[config.mk]
export PLATFORM = sky130hd
export DESIGN_NAME = vga_char_render
export DESIGN_NICKNAME = d
export VERILOG_FILES = /design/src/rtl/vga_char_render.sv
export SDC_FILE = /design/constraint.sdc
export NUM_CORES = 1
export LEC_CHECK = 0
export CAP_MARGIN = 0
export CORE_UTILIZATION = 39
export DETAILED_ROUTE_END_ITERATION = 10
export PLACE_DENSITY = 0.95
export SLEW_MARGIN = 20
export SYNTH_ARGS = -nofsm -noshare
export SYNTH_HDL_FRONTEND = slang
export SYNTH_SLANG_ARGS = --single-unit
[constraint.sdc]
create_clock -name clk_i -period 3.1 [get_ports clk_i]
set_input_delay 0.31 -clock clk_i [delete_from_list [all_inputs] [get_ports clk_i]]
set_output_delay 0.31 -clock clk_i [all_outputs]
set_load 0.01 [all_outputs]
[src/rtl/vga_char_render.sv]
// rtl/vga_char_render.sv - text-mode VRAM/font pixel pipeline, fixed 4-cycle latency
// Optional blinking cursor inversion: define VGA_CURSOR_EN
module vga_char_render #(
  parameter logic [23:0] FG_RGB = 24'hFFFFFF,
  parameter logic [23:0] BG_RGB = 24'h000000
`ifdef VGA_CURSOR_EN
  ,
  parameter int unsigned BLINK_FRAMES = 30
`endif
) (
  input  logic        clk_i,
  input  logic        rst_n_i,
  input  logic        vga_hs_i,
  input  logic        vga_vs_i,
  input  logic        vga_blank_N_i,
  input  logic        envalid_i,
  input  logic [12:0] char_addr_i,
  input  logic [2:0]  x_addr_i,
  input  logic [2:0]  y_addr_i,
`ifdef VGA_CURSOR_EN
  input  logic [12:0] cursor_addr_i,
`endif
  output logic [12:0] vram_addr_o,
  input  logic [7:0]  vram_data_i,
  output logic [10:0] font_addr_o,
  input  logic [7:0]  font_data_i,
  output logic [7:0]  vga_r_o,
  output logic [7:0]  vga_g_o,
  output logic [7:0]  vga_b_o,
  output logic        vga_hs_o,
  output logic        vga_vs_o,
  output logic        vga_blank_N_o,
  output logic        vga_sync_N_o
);

  // Per-pixel side information travelling alongside the VRAM/ROM reads.
  // Stage numbers count edges after the input sample (d1 = after E0).
  logic [2:0]  x_d1, x_d2, x_d3;
  logic [2:0]  y_d1, y_d2;
  logic        en_d1, en_d2, en_d3;
  logic        hs_d1, hs_d2, hs_d3;
  logic        vs_d1, vs_d2, vs_d3;
  logic        blank_d1, blank_d2, blank_d3;
  logic [23:0] rgb;
  logic        pix_raw;
  logic        pix;

  // Delay line plus the registered outputs; reset leaves syncs inactive and video black.
  always_ff @(posedge clk_i) begin
    if (!rst_n_i) begin
      vram_addr_o   <= 13'd0;
      x_d1          <= 3'd0;
      x_d2          <= 3'd0;
      x_d3          <= 3'd0;
      y_d1          <= 3'd0;
      y_d2          <= 3'd0;
      en_d1         <= 1'b0;
      en_d2         <= 1'b0;
      en_d3         <= 1'b0;
      hs_d1         <= 1'b1;
      hs_d2         <= 1'b1;
      hs_d3         <= 1'b1;
      vs_d1         <= 1'b1;
      vs_d2         <= 1'b1;
      vs_d3         <= 1'b1;
      blank_d1      <= 1'b0;
      blank_d2      <= 1'b0;
      blank_d3      <= 1'b0;
      rgb           <= 24'h0;
      vga_hs_o      <= 1'b1;
      vga_vs_o      <= 1'b1;
      vga_blank_N_o <= 1'b0;
    end else begin
      vram_addr_o   <= char_addr_i;
      x_d1          <= x_addr_i;
      x_d2          <= x_d1;
      x_d3          <= x_d2;
      y_d1          <= y_addr_i;
      y_d2          <= y_d1;
      en_d1         <= envalid_i;
      en_d2         <= en_d1;
      en_d3         <= en_d2;
      hs_d1         <= vga_hs_i;
      hs_d2         <= hs_d1;
      hs_d3         <= hs_d2;
      vs_d1         <= vga_vs_i;
      vs_d2         <= vs_d1;
      vs_d3         <= vs_d2;
      blank_d1      <= vga_blank_N_i;
      blank_d2      <= blank_d1;
      blank_d3      <= blank_d2;
      rgb           <= en_d3 ? (pix ? FG_RGB : BG_RGB) : 24'h0;
      vga_hs_o      <= hs_d3;
      vga_vs_o      <= vs_d3;
      vga_blank_N_o <= blank_d3;
    end
  end

  // VRAM data feeds the ROM address directly so the ROM read overlaps the next stage.
  assign font_addr_o = {vram_data_i, y_d2};

  // Glyph rows store the leftmost pixel in bit 7.
  assign pix_raw = font_data_i[3'd7 - x_d3];

`ifdef VGA_CURSOR_EN
  localparam int unsigned CNT_W = (BLINK_FRAMES > 1) ? $clog2(BLINK_FRAMES) : 1;
  localparam logic [CNT_W-1:0] CNT_LAST = CNT_W'(BLINK_FRAMES - 1);

  logic             vs_prev;
  logic             vs_rise;
  logic [CNT_W-1:0] frame_cnt;
  logic             blink_on;
  logic             hit_d1, hit_d2, hit_d3;

  // A frame boundary is the end of the vsync pulse (low to high).
  assign vs_rise = vga_vs_i & ~vs_prev;

  // Frame counter, blink phase and the cursor-hit flag riding the delay line.
  always_ff @(posedge clk_i) begin
    if (!rst_n_i) begin
      vs_prev   <= 1'b1;
      frame_cnt <= '0;
      blink_on  <= 1'b1;
      hit_d1    <= 1'b0;
      hit_d2    <= 1'b0;
      hit_d3    <= 1'b0;
    end else begin
      vs_prev <= vga_vs_i;
      if (vs_rise) begin
        if (frame_cnt == CNT_LAST) begin
          frame_cnt <= '0;
          blink_on  <= ~blink_on;
        end else begin
          frame_cnt <= frame_cnt + 1'b1;
        end
      end
      hit_d1 <= envalid_i & (char_addr_i == cursor_addr_i);
      hit_d2 <= hit_d1;
      hit_d3 <= hit_d2;
    end
  end

  assign pix = pix_raw ^ (hit_d3 & blink_on);
`else
  assign pix = pix_raw;
`endif

  assign vga_r_o      = rgb[23:16];
  assign vga_g_o      = rgb[15:8];
  assign vga_b_o      = rgb[7:0];
  assign vga_sync_N_o = 1'b0;

endmodule

==> results of run 1 <==
## layout make-up
class | count | area share, %
multi-input combinational | 50 | 16.11
inverter | 1 | 0.1770
sequential | 44 | 41.53
tap | 48 | 2.832
timing repair buffer | 77 | 36.11
clock buffer | 5 | 3.245
## cells in the mapped netlist
cell type  number  area, sq um
a311oi_1        1        8.760
and2_1         35        219.0
buf_4          32        240.2
clkbuf_1        4        15.01
conb_1          1        3.750
dfxtp_1        44        880.8
inv_1           1        3.750
mux2_2          1        11.26
mux2i_1         1        10.01
mux4_1          1        26.28
nand2b_1        8        50.05
nor2_1          1        3.750
o311ai_1        1        8.760
## path summary, 6_finish.rpt
kind | from | end | slack [ns] | cells after the start
worst max-delay path | rgb[22] | vga_b_o[3] | 1.14 | 1
worst min register to register | hs_d3 | vga_hs_o | 0.41 | 1
worst min-delay path | hs_d3 | vga_hs_o | 0.41 | 1
worst max register to register | x_d3[0] | rgb[22] | 1.89 | 3
## per-stage QoR
stage	area [sq um]	hold WS, ns	utilization [%]	worst slack [ns]	power, mW
final	2121	0.4132	57.93	1.136	1.005
after detailed placement	2052	0.3950	56.05	1.325	0.7146
after floorplan	1481	0.3830	-	1.856	0.6551
after global placement	2052	0.3909	56.05	1.351	0.7110
after global routing	2121	0.4428	57.93	1.012	1.049
after CTS	2121	0.4121	57.93	1.092	1.019
## flip-flops by register name (all words and copies together) (netlist names), 3 cells and up
name / cells
vram_addr_o: 13
x_d1: 3
x_d2: 3
x_d3: 3
y_d1: 3
y_d2: 3
## cells by family (layout without fill, tap and decap cells)
kind of cell / count (synthesis) / in the layout / synth area share [%]
other: 1 / 1 / 0.2531
muxes: 3 / 3 / 3.210
buffers and inverters: 37 / 83 / 17.48
AOI/OAI and AO/OA: 2 / 2 / 1.183
and+or+nand+nor: 44 / 44 / 18.41
DFF: 44 / 44 / 59.46
## power groups by stage
stage	combinational [mW]	sequential (mW)	clock [mW]
3_3_place_gp	0.103	0.608	0
3_5_place_dp	0.105	0.610	0
2_1_floorplan	0.0413	0.614	0
4_1_cts	0.106	0.597	0.316
6_report	0.104	0.596	0.305
5_1_grt	0.113	0.598	0.339
## per-layer routing
metal,share of wire (%),up-vias
li1,-,458
met1,35,401
met2,50,61
met3,11,13
met4,3.8,0
met5,0,-
==> flow_summary.ini, run 1 <==
[die]
core_sq_um = 3661
die_area_sq_um = 4049
die_w_um = 63.63
ios = 93
rows = 22
die_h_um = 63.63
start_util_pct = 40.46

[pwr]
seqPwrFrac_pct = 59.3
combPwrFrac_pct = 10.3
internal-power_mw = 0.8084
p_switching_mw = 0.1969
p_leak_nw = 0.8174
p_sw_share_pct = 19.59
ir_worst_vdd_v = 0.0005169
p_clk_share_pct = 30.3
power.density_nw_per_um2 = 474.0

[final_layout]
mostFrequentLayoutCell = clkdlybuf4s50_1
area_growth_syn_to_layout_pct = 43.16
final_cell_mix = clkdlybuf4s50_1, dfxtp_1, and2_1
regArea_sq_um = 880.8
drive_above_1_share_pct = 4.520
nets = 220
multi_input_comb_area_sq_um = 341.6
n_fill_cell = 296
fin_cells = 225
diodes = 0

[placed_design]
port_buffers = 75
gp_congestion = 0.6313
placed_cells = 220
place_hpwl_um = 1838

[logic_synthesis]
netlist_area_sq_um = 1481
yosys_warnings = 0
ys_types = 13
ys_ff_latch = 44
synth_nets = 172
synth-seq-area-share_pct = 59.46
syn_area_per_cell_sq_um = 11.31
synthCells = 131

[timing]
fmax_mhz = 509.2
relSlewSlack_pct = 59.38
report.final.slew_viol_count = 0
rsz0062_at_grt = no
skew_ns = 0.001844
hold_viol_final = 0
final.period_utilization_pct = 63.34
period_minus_slack_ns = 1.964
setup_viol = 0
worst_pin_slew_ns = 0.6084
tns_ns = 0

[hold_path]
hp-class = reg -> reg

[critical_path]
arrival_ns = 1.65
crit_path_max_incr_delay_ns = 0.71
worstPathMaxFanout = 24
slowest_stage = dfxtp_1
worstPathRequired_ns = 2.79
cp-end-kind = output pin
startpoint_type = flop
crit_type = reg -> out
cp_top_family = flip-flops
crit_buf_inv = 1
worstPathCellList = clkdlybuf4s50_1

[drt]
first_pass_iters = 2
routed_wl_um = 2377
drtIter0Drc = 5
via_per_inst = 4.147
wl_per_cell_um = 10.56
drtAntennaViolNets = 0
vias = 933
drc = 0

[grt]
grt-ovfl-total = 0
first_global_vias = 906
grtUsageMet1_pct = 10.37
grt_pass1_wl_um = 3808
grt_busiest_layer = met2
grt_max_degree = 25
met2_usage_pct = 24.07
antenna_found_initial = 0
grt_usage_pct = 12.70
grt_use_met3_pct = 6.159

[clock_network]
ctsResizeCount = 0
numCtsBuffers = 5
htree_levels = 2
cts_tree = built
clock_latency_ns = 0.28
cts.sink_count = 44
cts.clk_slew.worst_paths_ns = 0.07
ctsLongestPathBuffers = 2
cts_setup_buffers = 0
cts_hold_buf = 0
cts-root-buf = clkbuf_8

[flow_run]
cap_violations = 0

[run_status]
status = finished, final reports clean
(Power assumes the default switching activity.)
==> run 2, diff against run 1 <==
- CORE_UTILIZATION: 39 -> 36
- PLACE_DENSITY: 0.95 -> 0.89
- clock period: 3.1 -> 1.9 ns (I/O delays scaled with it)
==> flow_summary.ini, run 2 (same netlist as run 1, synthesis figures left out) <==
[run_status]
status = finished, final reports clean

[clock_network]
ctsResizeCount = 0
numCtsBuffers = 5
cts_hold_buf = 0
htree_levels = 2
cts_tree = built
ctsLongestPathBuffers = 2
cts.sink_count = 44
cts_setup_buffers = 0
clock_latency_ns = 0.29
cts-root-buf = clkbuf_8
cts.clk_slew.worst_paths_ns = 0.07

[die]
die_area_sq_um = 4376
start_util_pct = 39.00
ios = 93
die_w_um = 66.15
rows = 22
core_sq_um = 3799
die_h_um = 66.15

[pwr]
power.density_nw_per_um2 = 800.4
total_power_mw = 1.730
p_leak_nw = 0.8361
ir_worst_vdd_v = 0.0005202

[final_layout]
diodes = 0
nets = 222
largest_reg_flops = 13
drive_above_1_share_pct = 6.593
mostFrequentLayoutCell = clkdlybuf4s50_1
final_cell_mix = clkdlybuf4s50_1, dfxtp_1, and2_1
n_fill_cell = 337
fin_area_sq_um = 2161
fin_cells = 230
final_core_util_pct = 56.88
top_register = vram_addr_o
area_growth_syn_to_layout_pct = 45.86

[grt]
grt_usage_pct = 11.59
antenna_found_initial = 0
first_global_vias = 866
grt_max_degree = 25
grt-ovfl-total = 0
grt_pass1_wl_um = 3546

[timing]
tns_ns = 0
report.final.slew_viol_count = 0
hold_viol_final = 0
worst_slack_ns = 0.3173
fin_hold_ws_ns = 0.3800
fmax_mhz = 631.8
setup_viol = 0
skew_ns = 0.002538
final.period_utilization_pct = 83.30
period_minus_slack_ns = 1.583
rsz0062_at_grt = no

[drt]
vias = 950
drtIter0Drc = 15
wl_per_cell_um = 10.27
routed_wl_um = 2363
via_per_inst = 4.130
drc = 0
first_pass_iters = 4
drtAntennaViolNets = 0

[placed_design]
port_buffers = 75
gp_congestion = 0.6917
place_hpwl_um = 1822
placed_cells = 222
dpl-instance-area_sq_um = 2067
dp_slack_ns = 0.4763

[critical_path]
arrival_ns = 1.39
startpoint_type = flop
worstPathRequired_ns = 1.71
worstPathMaxFanout = 24
crit_type = reg -> out
cp-end-kind = output pin

[hold_path]
hp-class = in -> out

[flow_run]
cap_violations = 0
==> run 2: final timing paths <==
kind,slack (ns),cells after the start,to,from
setup reg to reg,0.68,3,rgb[22],x_d3[0]
hold reg to reg,0.41,1,vs_d3,vs_d2
setup / recovery,0.32,2,vga_g_o[4],rgb[22]
hold / removal,0.38,0,font_addr_o[10],vram_data_i[7]
==> run 2: layout make-up <==
class,count,area (sq um),area share [%]
clock buffers,7,86.33,3.995
clock inverters,1,7.507,0.3474
multi-input cells,50,341.6,15.81
well taps,48,60.06,2.779
inverters,1,3.754,0.1737
flip-flops and latches,44,880.8,40.76
repair buffers,79,780.7,36.13
==> run 2: critical path: stages (launching register included) <==
cell and delay (ns):
dfxtp_1 0.32, buf_4 0.21, clkdlybuf4s50_1 0.57
==> run 2: routing by layer <==
metal	up-vias	track usage, %	share of wire (%)
met2	59	22.19	54
met1	412	8.617	33
met4	0	7.181	2.1
met5	-	0	0
li1	468	-	-
met3	11	6.379	11
==> run 2: power breakdown <==
group / leakage [nW] / internal, mW / switching [mW]
Clock: 0.0445 / 0.295 / 0.292
Combinational: 0.428 / 0.123 / 0.0502
Sequential: 0.363 / 0.961 / 0.00906
Total: 0.836 / 1.38 / 0.351
